`config.mk`:
```
export PLATFORM = sky130hd
export DESIGN_NAME = rx_packet_receiver_flat
export DESIGN_NICKNAME = d
export VERILOG_FILES = /design/src/rtl/rx_packet_receiver_if.sv /design/src/rtl/rx_packet_receiver.sv /design/src/flat_wrapper.sv
export SDC_FILE = /design/constraint.sdc
export NUM_CORES = 1
export LEC_CHECK = 0
export CAP_MARGIN = 20
export CORE_ASPECT_RATIO = 0.9
export CORE_MARGIN = 10
export CORE_UTILIZATION = 55
export DETAILED_ROUTE_END_ITERATION = 8
export PLACE_DENSITY = 0.8
export SLEW_MARGIN = 20
export SYNTH_ARGS = -nofsm -noshare
export SYNTH_HDL_FRONTEND = slang
export SYNTH_SLANG_ARGS = --single-unit
```
`constraint.sdc`:
```
create_clock -name clk -period 3.8 [get_ports clk]
set_input_delay 0.57 -clock clk [delete_from_list [all_inputs] [get_ports clk]]
set_output_delay 0.57 -clock clk [all_outputs]
set_load 0.02 [all_outputs]
```
`src/rtl/rx_packet_receiver_if.sv`:
```
// Link-side bundle for the RX packet receiver: serial input from the bit sampler
// and the reassembled packet/status toward the display logic.
interface rx_packet_receiver_if;
  logic         rx_sof;
  logic         rx_valid;
  logic         rx_bit;
  logic [135:0] rx_packet;
  logic         pkt_valid;
  logic         crc_err;
  logic         busy;
  logic [1:0]   flag_status;

  modport master (
    output rx_sof, rx_valid, rx_bit,
    input  rx_packet, pkt_valid, crc_err, busy, flag_status
  );

  modport slave (
    input  rx_sof, rx_valid, rx_bit,
    output rx_packet, pkt_valid, crc_err, busy, flag_status
  );
endinterface

```
`src/rtl/rx_packet_receiver.sv`:
```
// Serial RX frame deserializer: header, payload, CRC-8 check and destination filter,
// publishing accepted packets in the TX-side 136-bit layout.
module rx_packet_receiver #(
  parameter int          MAX_BYTES = 15,
  parameter logic [7:0]  CRC_POLY  = 8'h07
) (
  input  logic                 clk,
  input  logic                 rst_n,
  input  logic [1:0]           my_id,
  rx_packet_receiver_if.slave  link
);
  localparam int ASM_W = MAX_BYTES * 8;
  localparam int PAD_W = 128 - ASM_W;

  typedef enum logic [2:0] {
    S_IDLE,
    S_HEADER,
    S_PAYLOAD,
    S_CRC,
    S_DROP
  } state_t;

  state_t state, state_nxt;

  logic [7:0]       sr;
  logic [7:0]       sr_in;
  logic [7:0]       hdr;
  logic [2:0]       bit_cnt;
  logic [3:0]       byte_cnt;
  logic [ASM_W-1:0] asm_r;
  logic [7:0]       crc;
  logic [135:0]     pkt_r;
  logic             pkt_valid_r;
  logic             crc_err_r;
  logic [1:0]       flags_r;
  logic [6:0]       byte_base;

  logic sof_hit, last_bit;
  logic hdr_done, byte_done, crc_done, drop_byte;
  logic [3:0] len;

  function automatic logic [7:0] crc_step(input logic [7:0] c, input logic b);
    logic fb;
    fb = c[7] ^ b;
    return {c[6:0], 1'b0} ^ (fb ? CRC_POLY : 8'h00);
  endfunction

  assign sof_hit  = link.rx_sof & link.rx_valid;
  assign last_bit = (bit_cnt == 3'd7);
  assign sr_in    = {sr[6:0], link.rx_bit};
  assign len      = hdr[3:0];
  // Byte k of the payload lands at the k-th byte from the top of the assembly register.
  assign byte_base = 7'((MAX_BYTES - 1 - int'(byte_cnt)) * 8);

  always_ff @(posedge clk or negedge rst_n) begin
    if (!rst_n) state <= S_IDLE;
    else        state <= state_nxt;
  end

  always_comb begin
    state_nxt = state;
    hdr_done  = 1'b0;
    byte_done = 1'b0;
    crc_done  = 1'b0;
    drop_byte = 1'b0;
    if (sof_hit) begin
      state_nxt = S_HEADER;
    end else if (link.rx_valid) begin
      case (state)
        S_HEADER: if (last_bit) begin
          hdr_done = 1'b1;
          if (sr_in[7:6] != my_id)    state_nxt = S_DROP;
          else if (sr_in[3:0] == 4'd0) state_nxt = S_CRC;
          else                         state_nxt = S_PAYLOAD;
        end
        S_PAYLOAD: if (last_bit) begin
          byte_done = 1'b1;
          if (byte_cnt == len - 4'd1) state_nxt = S_CRC;
        end
        S_CRC: if (last_bit) begin
          crc_done  = 1'b1;
          state_nxt = S_IDLE;
        end
        S_DROP: if (last_bit) begin
          drop_byte = 1'b1;
          // Payload bytes plus the CRC byte: len+1 bytes in total.
          if (byte_cnt == len) state_nxt = S_IDLE;
        end
        default: ;
      endcase
    end
  end

  always_ff @(posedge clk or negedge rst_n) begin
    if (!rst_n) begin
      sr          <= '0;
      hdr         <= '0;
      bit_cnt     <= '0;
      byte_cnt    <= '0;
      asm_r       <= '0;
      crc         <= '0;
      pkt_r       <= '0;
      pkt_valid_r <= 1'b0;
      crc_err_r   <= 1'b0;
      flags_r     <= '0;
    end else begin
      pkt_valid_r <= 1'b0;
      crc_err_r   <= 1'b0;
      if (sof_hit) begin
        // A valid sof always restarts, even mid-frame; it is header bit 7.
        sr       <= {7'd0, link.rx_bit};
        bit_cnt  <= 3'd1;
        byte_cnt <= '0;
        asm_r    <= '0;
        crc      <= crc_step(8'h00, link.rx_bit);
        flags_r  <= '0;
      end else if (link.rx_valid && state != S_IDLE) begin
        sr      <= sr_in;
        bit_cnt <= bit_cnt + 3'd1;
        if (state == S_HEADER || state == S_PAYLOAD)
          crc <= crc_step(crc, link.rx_bit);
        if (hdr_done) begin
          hdr        <= sr_in;
          flags_r[1] <= 1'b1;
        end
        if (byte_done) begin
          asm_r[byte_base +: 8] <= sr_in;
          byte_cnt              <= byte_cnt + 4'd1;
        end
        if (drop_byte)
          byte_cnt <= byte_cnt + 4'd1;
        if (crc_done) begin
          if (sr_in == crc) begin
            pkt_r       <= {hdr, asm_r, {PAD_W{1'b0}}};
            pkt_valid_r <= 1'b1;
            flags_r[0]  <= 1'b1;
          end else begin
            crc_err_r <= 1'b1;
          end
        end
      end
    end
  end

  assign link.rx_packet   = pkt_r;
  assign link.pkt_valid   = pkt_valid_r;
  assign link.crc_err     = crc_err_r;
  assign link.busy        = (state != S_IDLE);
  assign link.flag_status = flags_r;
endmodule

```
`src/flat_wrapper.sv`:
```
// flat-port wrapper written by rule: the top's interface ports become plain ports
module rx_packet_receiver_flat 
#(
  parameter int          MAX_BYTES = 15,
  parameter logic [7:0]  CRC_POLY  = 8'h07
)
  (clk, rst_n, my_id, link_rx_sof, link_rx_valid, link_rx_bit, link_rx_packet, link_pkt_valid, link_crc_err, link_busy, link_flag_status);
  rx_packet_receiver_if link_i ();
  input  logic clk;
  input  logic rst_n;
  input  logic [1:0] my_id;
  input wire logic [$bits(link_i.rx_sof)-1:0] link_rx_sof;
  input wire logic [$bits(link_i.rx_valid)-1:0] link_rx_valid;
  input wire logic [$bits(link_i.rx_bit)-1:0] link_rx_bit;
  output wire logic [$bits(link_i.rx_packet)-1:0] link_rx_packet;
  output wire logic [$bits(link_i.pkt_valid)-1:0] link_pkt_valid;
  output wire logic [$bits(link_i.crc_err)-1:0] link_crc_err;
  output wire logic [$bits(link_i.busy)-1:0] link_busy;
  output wire logic [$bits(link_i.flag_status)-1:0] link_flag_status;
  assign link_i.rx_sof = link_rx_sof;
  assign link_i.rx_valid = link_rx_valid;
  assign link_i.rx_bit = link_rx_bit;
  assign link_rx_packet = link_i.rx_packet;
  assign link_pkt_valid = link_i.pkt_valid;
  assign link_crc_err = link_i.crc_err;
  assign link_busy = link_i.busy;
  assign link_flag_status = link_i.flag_status;
  rx_packet_receiver #(.MAX_BYTES(MAX_BYTES), .CRC_POLY(CRC_POLY)) u_core (.clk(clk), .rst_n(rst_n), .my_id(my_id), .link(link_i));
endmodule
```
==> results of run 1 <==
[cells by family (layout without fill, tap and decap cells)]
logic type	Yosys count	after routing
flip-flops	285	285
multiplexers	160	160
AND/OR/NAND/NOR	155	155
AO/OA/AOI/OAI	148	148
buffers and inverters	79	221
XOR/XNOR	29	29
adder cells (fa/ha/maj)	8	8
other	1	8
[stage by stage]
stage          area (µm²)  utilization (%)  std cells  total power (µW)
2_1_floorplan       11800                -        872              3460
3_3_place_gp        13400             64.2       1246              3620
3_5_place_dp        13400             64.2       1246              3640
4_1_cts             14400             68.9       1300              6490
5_1_grt             14400             68.9       1300              6660
6_report            14400             68.9       1300              6450
[flip-flops by register name (all words and copies together), names as in the netlist, 2 cells and up]
register                 count
u_core.link.rx_packet      128
u_core.hdr                   8
u_core.asm_r               120
u_core.bit_cnt               3
u_core.state                 3
u_core.crc                   8
u_core.byte_cnt              4
u_core.link.flag_status      2
u_core.sr                    7
[metal layers]
metal,vias up,global-route usage (%)
met5,-,0
met4,0,5.09
met3,45,4.38
met2,235,30.3
met1,3879,26.8
li1,3379,-
[worst max-delay path by stage]
stage / start / endpoint / slack [ns]
after floorplan: u_core.byte_cnt[1]$_DFFE_PN0P_ / u_core.asm_r[113]$_DFFE_PN0P_ / 1.16
final: u_core.byte_cnt[0]$_DFFE_PN0P_ / u_core.asm_r[107]$_DFFE_PN0P_ / 0.48
after CTS: u_core.byte_cnt[0]$_DFFE_PN0P_ / u_core.asm_r[107]$_DFFE_PN0P_ / 0.56
after global routing: u_core.byte_cnt[0]$_DFFE_PN0P_ / u_core.asm_r[36]$_DFFE_PN0P_ / 0.26
after detailed placement: u_core.byte_cnt[0]$_DFFE_PN0P_ / u_core.asm_r[107]$_DFFE_PN0P_ / 0.56
after global placement: u_core.byte_cnt[0]$_DFFE_PN0P_ / u_core.asm_r[110]$_DFFE_PN0P_ / 0.69
[area by class of cell]
cell class | instances | share of cell area, %
clock inverter | 15 | 1.13
inverter | 9 | 0.235
multi-input combinational | 508 | 29.9
tap | 286 | 2.49
clock buffer | 39 | 5.65
sequential | 285 | 49.6
timing repair buffer | 158 | 11.0
[cells in the final DEF (no fill, tap or decap), types with 5 or more instances in the layout]
cell / synthesis / layout
sky130_fd_sc_hd__dfrtp_1: 285 / 285
sky130_fd_sc_hd__clkdlybuf4s50_1: 0 / 138
sky130_fd_sc_hd__mux2_2: 134 / 134
sky130_fd_sc_hd__nand2_1: 73 / 73
sky130_fd_sc_hd__a22o_1: 56 / 56
sky130_fd_sc_hd__clkbuf_16: 0 / 29
sky130_fd_sc_hd__mux2i_1: 26 / 26
sky130_fd_sc_hd__a32o_1: 24 / 24
sky130_fd_sc_hd__xnor2_1: 23 / 23
sky130_fd_sc_hd__nor2_1: 20 / 20
sky130_fd_sc_hd__a2bb2o_1: 16 / 16
sky130_fd_sc_hd__buf_4: 14 / 15
sky130_fd_sc_hd__nand3_1: 14 / 14
sky130_fd_sc_hd__o21ai_0: 13 / 13
sky130_fd_sc_hd__a21oi_1: 10 / 10
sky130_fd_sc_hd__inv_1: 9 / 9
sky130_fd_sc_hd__ha_1: 8 / 8
sky130_fd_sc_hd__conb_1: 1 / 8
sky130_fd_sc_hd__clkinv_2: 0 / 8
sky130_fd_sc_hd__and3_1: 7 / 7
sky130_fd_sc_hd__a41oi_2: 6 / 6
sky130_fd_sc_hd__nor3_1: 5 / 5
sky130_fd_sc_hd__nor2b_1: 5 / 5
sky130_fd_sc_hd__xor2_1: 5 / 5
sky130_fd_sc_hd__clkbuf_8: 0 / 5
sky130_fd_sc_hd__clkbuf_1: 29 / 5
[critical path, delay by kind of cell (launching register included)]
kind	cells	cell delay, ns
compound gates	3	0.99
buf+inv	1	0.17
fa+ha+maj	1	0.44
simple gates	2	0.98
flops	1	0.62
[power breakdown]
group	total (µW)	switching, µW	leakage, µW	internal (µW)
logic	414	271	0.00227	143
clock network	2870	1160	0.000482	1710
registers	3170	70.6	0.00395	3100
==> results, run 1 <==
- The final worst hold slack is -0.0121 ns.
- Walking the worst path, the cells encountered are inv_1 > ha_1 > nor4bb_1 > o31a_1 > or2_1 > a41oi_2 > a2bb2o_1.
- The TritonCTS clock tree is done.
- The final period demand of the worst path is 3.32 ns.
- During placement, the flow inserted port buffers numbering 139.
- The number of global-route vias before repair came to 7754.
- The count of antenna-violating nets left after detailed routing is 0.
- The dominant cell by count in the synthesized netlist is sky130_fd_sc_hd__dfrtp_1.
- The critical path startpoint category is a flip-flop.
- The number of buffers inserted by hold repair at cts is 0.
- By area the synthesized netlist is led by sky130_fd_sc_hd__dfrtp_1 61%, sky130_fd_sc_hd__mux2_2 13%, sky130_fd_sc_hd__a22o_1 4.2%.
- Entering global routing, the biggest net connects 92 pins.
- Summed over all cells, the static leakage comes to 0.00671 µW.
- In the synthesized netlist the async set-or-reset flop fraction comes to 100%.
- At the pin with the least slew margin, the transition time is 0.880 ns.
- The total number of placement rows is 50.
- In this run the critical register-to-register path is launched from u_core.byte_cnt[0]$_DFFE_PN0P_.
- The max-slew violation count is 0.
- Of all nets on the critical path, the largest fanout is 14.
- The first-pass GRT wire length is 44300 µm.
- After detailed routing, the total wire length is 27600 µm.
- For this run, the register share of the synthesized area comes to 60.7%.
- The routed via count is 7538.
- After synthesis, the largest family of logic cells by area is multiplexers.
- The headroom to the max-slew limit is 40.9%.
- The area of the die is 27600 µm².
- The worst path setup slack after routing is 0.484 ns.
- The overall global routing resource usage is 19.4%.
- The first routing iteration left 599 violations.
- The post-route fraction of the period consumed by the critical path is 87.3%.
- The met1 layer wirelength in the final routing is 12300 µm.
- The met3 routed wirelength is 1770 µm.
- CTS built an H-tree with a depth of 1.
- The reg-to-reg setup timing slack is 0.48 ns.
- The logic depth of the worst register-to-register path is 7.
- The sequential cell area is 7130 µm².
- The total global routing overflow is 0.
- The synthesized-area fraction occupied by and/or/nand/nor cells is 6.69%.
- The max-cap violation count is 0.
- The effective utilization at floorplan is 56.3%.
- The x dimension of the die is 174 µm.
- After detailed routing, the met2 layer carries 12900 µm of wire.
- For the final routed database, the setup TNS stands at 0 ns.
- STA puts the critical path data required time at 4.23 ns.
- Ranked by instance count, the synthesized netlist is headed by 285 x sky130_fd_sc_hd__dfrtp_1, 134 x sky130_fd_sc_hd__mux2_2, 73 x sky130_fd_sc_hd__nand2_1.
- The delay of the slowest cell on the worst path is 0.62 ns.
- The area overhead of the layout relative to synthesis is 22.3%.
- The congestion estimate from routability-driven global placement came to 0.815.
- The synthesized netlist occupies a cell area of 11800 µm².
- The checks that failed: negative hold slack.
- In the synthesized netlist, mux cells make up 15.0% of the area.
- The slowest stage cell on the critical path is sky130_fd_sc_hd__dfrtp_1.
- The HPWL after detailed placement is 17800 µm.
- The clock arrives with 0.0169 ns of skew.
- The power per cell area is 448 nW/µm².
- In this run the top signal layer used is met4.
- The top cell type by area accounts for 60.7% of the synthesized area.
- The number of antenna violations at the first check in global routing is 0.
- The worst register-to-register path ends at u_core.asm_r[107]$_DFFE_PN0P_.
- The total setup violations reported at the end of the flow is 0.
- The proportion of layout cells with a drive suffix above 1 is 22.3%.
- The clock-pin slew of the registers on the worst-case setup and hold paths is 0.06 ns.
- After Yosys synthesis, full adders, half adders and majority gates account for 0.851% of the synthesized area.
- The total of cells resized after clock tree synthesis is 0.
- The number of failing hold endpoints at the final stage is 9.
- The worst setup slack after placement is 0.557 ns.
- The cell taking the most area after synthesis is sky130_fd_sc_hd__dfrtp_1.
- After detailed routing, the number of remaining DRC violations is 0.
- For this run, the top clock speed supported by timing is 302 MHz.
- The count of state elements after synthesis is 285.
- The root buffer cell is sky130_fd_sc_hd__clkbuf_16.
- Counting along the longest clock path gives a buffer depth of 3.
- The later pin in the worst-skew pair is clocked with a latency of 0.55 ns.
- The flow ran to the end, but the final reports show violations.
- The xor/xnor share of the synthesized area is 2.22%.
- The multi-input combinational cells in the finished layout cover a total of 4300 µm².
- Before antenna repair, the detailed router went through 7 iterations.
- After detailed routing, the average wire length per cell comes to 21.2 µm.
- The tightest min-delay check is of the input port to asynchronous set/reset pin type.
- The most used flip-flop cell after synthesis is sky130_fd_sc_hd__dfrtp_1.
- The share of the synthesized area in compound gates (AO/OA/AOI/OAI) is 11.3%.
- The per-instance average area after synthesis is 13.6 µm².
- The count of cell types in the netlist is 64.
- After detailed routing, the number of vias per cell comes to 5.80.
- The filler cell count in the final layout is 1438.
- Clock tree synthesis found a total of 285 sinks.
- The core area is 20900 µm².
- Across the VDD grid, the largest voltage drop is 0.291 mV.
- During I/O placement, the number of pins put on the boundary was 148.
- The number of flops mapped to enable cells by yosys is 0.
- At the end of the flow, the number of nets in the layout was 1006.
- The type of the worst setup path is flip-flop to flip-flop.
- The number of buffers created by CTS is 29.
- The number of antenna diodes in the final layout is 0.
- Setup repair after global routing left no endpoint under its margin.
- Synthesis produced 865 cells.
- The number of warning messages in the yosys log is 0.
- The data arrival time of the critical path is 3.75 ns.
- In this run the vertical extent of the chip is 159 µm.
- The number of buffers added for setup after CTS is 0.
- STA classifies the critical path endpoint as a flip-flop.
Power figures use the tool's default switching activity.
==> run 2, diff against run 1 <==
--- a/config.mk
+++ b/config.mk
@@ -5,12 +5,13 @@
 export SDC_FILE = /design/constraint.sdc
 export NUM_CORES = 1
 export LEC_CHECK = 0
+export ABC_AREA = 1
 export CAP_MARGIN = 20
 export CORE_ASPECT_RATIO = 0.9
 export CORE_MARGIN = 10
-export CORE_UTILIZATION = 55
+export CORE_UTILIZATION = 38
 export DETAILED_ROUTE_END_ITERATION = 8
-export PLACE_DENSITY = 0.8
+export PLACE_DENSITY = 0.59
 export SLEW_MARGIN = 20
 export SYNTH_ARGS = -nofsm -noshare
 export SYNTH_HDL_FRONTEND = slang
==> results, run 2 <==
- The worst clock skew on the final layout is 0.00892 ns (was 0.0169 ns).
- The slowest stage cell on the critical path is sky130_fd_sc_hd__dfrtp_1 (unchanged).
- The max-cap violation count is 0 (unchanged).
- The headroom to the max-slew limit is 41.1% (was 40.9%).
- The upper clock frequency limit is 336 MHz (was 302 MHz).
- The count of cell types in the netlist was 41 (was 64).
- The type of the worst setup path is flip-flop to flip-flop (unchanged).
- The count of antenna-violating nets left after detailed routing is 0 (unchanged).
- The dominant cell by count in the synthesized netlist was sky130_fd_sc_hd__nand2_1 (was sky130_fd_sc_hd__dfrtp_1).
- The cell occurring most often along the worst timing path is sky130_fd_sc_hd__inv_2.
- The net total in the final layout is 1566 (was 1006).
- The proportion of layout cells with a drive suffix above 1 is 7.43% (was 22.3%).
- The delay of the slowest cell on the worst path is 0.66 ns (was 0.62 ns).
- The HPWL after detailed placement is 23200 µm (was 17800 µm).
- The sequential power share is 43.5% (was 49.1%).
- The TritonCTS clock tree is done (unchanged).
- Synth top cells by count: 613 x sky130_fd_sc_hd__nand2_1, 285 x sky130_fd_sc_hd__dfrtp_1, 89 x sky130_fd_sc_hd__nand3_1 (was 285 x sky130_fd_sc_hd__dfrtp_1, 134 x sky130_fd_sc_hd__mux2_2, 73 x sky130_fd_sc_hd__nand2_1).
- The cell taking the most area after synthesis is sky130_fd_sc_hd__dfrtp_1 (unchanged).
- The flip-flop cell with the highest count after synthesis is sky130_fd_sc_hd__dfrtp_1 (unchanged).
- The overall routed net length was 33000 µm (was 27600 µm).
- The clock-pin slew of the registers on the worst-case setup and hold paths is 0.06 ns (about the same).
- The number of inserted diodes was 0 (unchanged).
- The clock latency of the later-clocked register in the worst-skew pair came to 0.55 ns (about the same).
- The post-route fraction of the period consumed by the critical path is 78.3% (was 87.3%).
- The number of top-level pins is 148 (unchanged).
- The setup total negative slack is 0 ns (unchanged).
- The number of failing hold endpoints at the final stage is 0 (was 9).
- The data arrival time of the critical path is 3.39 ns (was 3.75 ns).
- The worst min-delay path category is input port to asynchronous set/reset pin (unchanged).
- The share of power burned in the clock network is 42.8% (was 44.5%).
- The maximum clock path buffer count is 3 (unchanged).
- The number of antenna violations at the first check in global routing came to 0 (unchanged).
- The root buffer cell is sky130_fd_sc_hd__clkbuf_16 (unchanged).
- The area overhead of the layout relative to synthesis is 23.5% (was 22.3%).
- The routed via count is 9616 (was 7538).
- The number of global-route vias before repair is 9729 (was 7754).
- The number of detailed-route iterations in the first pass is 5 (was 7).
- The number of flip-flops in the largest register was 128 (unchanged).
- The pin count of the biggest net entering global routing is 165 (was 92).
- Most frequent cells in the layout: 611 x sky130_fd_sc_hd__nand2_1, 285 x sky130_fd_sc_hd__dfrtp_1, 138 x sky130_fd_sc_hd__clkdlybuf4s50_1, 89 x sky130_fd_sc_hd__nand3_1, 82 x sky130_fd_sc_hd__inv_1 (was 285 x sky130_fd_sc_hd__dfrtp_1, 138 x sky130_fd_sc_hd__clkdlybuf4s50_1, 134 x sky130_fd_sc_hd__mux2_2, 73 x sky130_fd_sc_hd__nand2_1, 56 x sky130_fd_sc_hd__a22o_1).
- The power per cell area was 494 nW/µm² (was 448 nW/µm²).
- The number of buffers created by CTS is 31 (was 29).
- The total net switching power is 2070 µW (was 1500 µW).
- Setup repair after global routing missed its margin: false (unchanged).
- The switching fraction of total power is 27.8% (was 23.3%).
- Result of the run: completed (was finished with violations).
- The peak supply drop is 0.368 mV (was 0.291 mV).
- The depth of the CTS H-tree is 1 (unchanged).
- The per-instance average area after synthesis is 8.63 µm² (was 13.6 µm²).
- The total setup violations reported at the end of the flow is 0 (unchanged).
- The logic depth of the worst register-to-register path is 11 (was 7).
- The critical path startpoint category is a flip-flop (unchanged).
- The DRC violation total after the first TritonRoute iteration was 706 (was 599).
- The core area is 31800 µm² (was 20900 µm²).
- The most common cell after layout, fill and taps aside is sky130_fd_sc_hd__nand2_1 (was sky130_fd_sc_hd__dfrtp_1).
- Biggest area contributors in the synthesized netlist: sky130_fd_sc_hd__dfrtp_1 58%, sky130_fd_sc_hd__nand2_1 19%, sky130_fd_sc_hd__nand3_1 3.6% (was sky130_fd_sc_hd__dfrtp_1 61%, sky130_fd_sc_hd__mux2_2 13%, sky130_fd_sc_hd__a22o_1 4.2%).
- The cell-internal power is 5380 µW (was 4950 µW).
- The number of buffers added for setup after CTS was 0 (unchanged).
- Critical-path cell list: inv_1 > ha_1 > inv_2 > nor2_8 > inv_2 > nor2_2 > nand2_2 > nand2_4 > nand2_1 > o21ai_4 > o22ai_1 (was inv_1 > ha_1 > nor4bb_1 > o31a_1 > or2_1 > a41oi_2 > a2bb2o_1).
- The number of buffers inserted by hold repair at cts came to 0 (unchanged).
- The count of clock tree sinks was 285 (unchanged).
- The number of flops mapped to enable cells by yosys was 0 (unchanged).
- The die extent in y was 190 µm (was 159 µm).
- The final period demand of the worst path is 2.97 ns (was 3.32 ns).
- The final routed DRC violation total came to 0 (unchanged).
- The total of cells resized after clock tree synthesis is 0 (unchanged).
- The count of state elements after synthesis is 285 (unchanged).
- The total number of placement rows is 62 (was 50).
- The endpoint required time on the critical path came to 4.21 ns (was 4.23 ns).
- The total global routing overflow was 0 (unchanged).
- The post-synthesis cell area is 12200 µm² (was 11800 µm²).
- The relative contribution of combinational cells to total power is 13.7% (was 6.4%).
- The fraction of registers with async set/reset is 100% (unchanged).
- The via-per-instance ratio came to 4.83 (was 5.80).
- The overall global routing resource usage is 16.2% (was 19.4%).
- The count of buffers inserted at the top-level ports was 139 (unchanged).
- The number of warning messages in the yosys log was 0 (unchanged).
- The proportion of synthesized chip area in sequential cells is 58.3% (was 60.7%).
- The area of the die was 39800 µm² (was 27600 µm²).
- The synthesized instance count is 1417 (was 865).
- The first-pass GRT wire length came to 53500 µm (was 44300 µm).
- The max-slew violation count is 0 (unchanged).
- The x dimension of the die is 209 µm (was 174 µm).
- The routability congestion estimate from global placement is 0.866 (was 0.815).
- The standby leakage power came to 0.00755 µW (was 0.00671 µW).
- The top-area cell type share of the netlist area is 58.3% (was 60.7%).
- The routed wirelength normalized by instance count is 16.6 µm (was 21.2 µm).
- The effective utilization at floorplan is 38.4% (was 56.3%).
- The total power is 7460 µW (was 6450 µW).
- The slew of the pin with the lowest slew margin is 0.884 ns (was 0.880 ns).
- The endpoint type of the worst setup path is a flip-flop (unchanged).
- The largest fanout of any net on the critical path came to 13 (was 14).
## run 2: changes by cell type after synthesis, sizes merged, moves of 16 or more
cell,before,now
a2bb2o,16,0
mux2,134,0
nand3,14,93
a32o,24,0
a22o,56,0
xnor2,24,3
o22ai,2,30
nor2,24,81
mux2i,26,0
o21ai,14,71
nand2,73,631
inv,9,93
## run 2: final cells by class
type / instances / area (µm²)
Fill cell: 3091 / 16700
Sequential cell: 285 / 7130
Multi-Input combinational cell: 986 / 4450
Timing Repair Buffer: 154 / 1550
Clock buffer: 45 / 908
Tap cell: 416 / 520
Inverter: 93 / 349
Clock inverter: 11 / 186
## run 2: stage by stage
step | instances | utilization [%] | hold WS, ns | instance area [µm²] | setup WS, ns
global route | 1990 | 47.5 | 0.152 | 15100 | 0.576
floorplan | 1424 | - | 0.274 | 12300 | 1.57
finish | 1990 | 47.5 | 0.0923 | 15100 | 0.826
global placement | 1934 | 44.0 | 0.455 | 14000 | 0.968
detailed placement | 1934 | 44.0 | 0.457 | 14000 | 0.849
CTS | 1990 | 47.5 | 0.129 | 15100 | 0.836
## run 2: kinds of logic (layout without fill, tap and decap cells)
logic type,Yosys count,in the layout,share of synthesized area (%)
other,1,8,0.0307
adders and majority gates,8,8,0.819
and+or+nand+nor,842,842,29.0
xor gates and xnor gates,12,12,0.860
AOI/OAI and AO/OA,116,116,5.40
DFF,285,285,58.3
buffers and inverters,153,303,5.55
## run 2: worst paths after layout
kind,start,end,slack (ns)
setup / recovery,u_core.byte_cnt[0]$_DFFE_PN0P_,u_core.asm_r[73]$_DFFE_PN0P_,0.83
setup reg to reg,u_core.byte_cnt[0]$_DFFE_PN0P_,u_core.asm_r[73]$_DFFE_PN0P_,0.83
min in group clk,u_core.asm_r[60]$_DFFE_PN0P_,u_core.link.rx_packet[68]$_DFFE_PN0P_,0.47
max in group asynchronous,rst_n,u_core.sr[3]$_DFFE_PN0P_,2.79
hold reg to reg,u_core.asm_r[60]$_DFFE_PN0P_,u_core.link.rx_packet[68]$_DFFE_PN0P_,0.47
hold / removal,rst_n,u_core.asm_r[65]$_DFFE_PN0P_,0.09
## run 2: worst max-delay path, delay by kind of cell (launching register included)
family                   cells  cell delay [ns]
AND/OR/NAND/NOR              5             0.90
flip-flops                   1             0.66
adder cells (fa/ha/maj)      1             0.47
AO/OA/AOI/OAI                2             0.43
buffers and inverters        3             0.38
## run 2: power by group through the flow
stage          clock [µW]  combinational, µW  sequential, µW
6_report             3190               1020            3240
2_1_floorplan           0                774            3260
3_3_place_gp            0                996            3300
4_1_cts              3260               1020            3240
5_1_grt              3390               1140            3260
3_5_place_dp            0               1020            3300
## run 2: layer usage
metal  part of all wire [%]  wire (µm)  GRT usage, %
met5                      0          0             0
met4                    2.0        658          3.87
met3                    5.6       1860          3.33
met2                     46      15200          26.2
met1                     46      15200          22.0
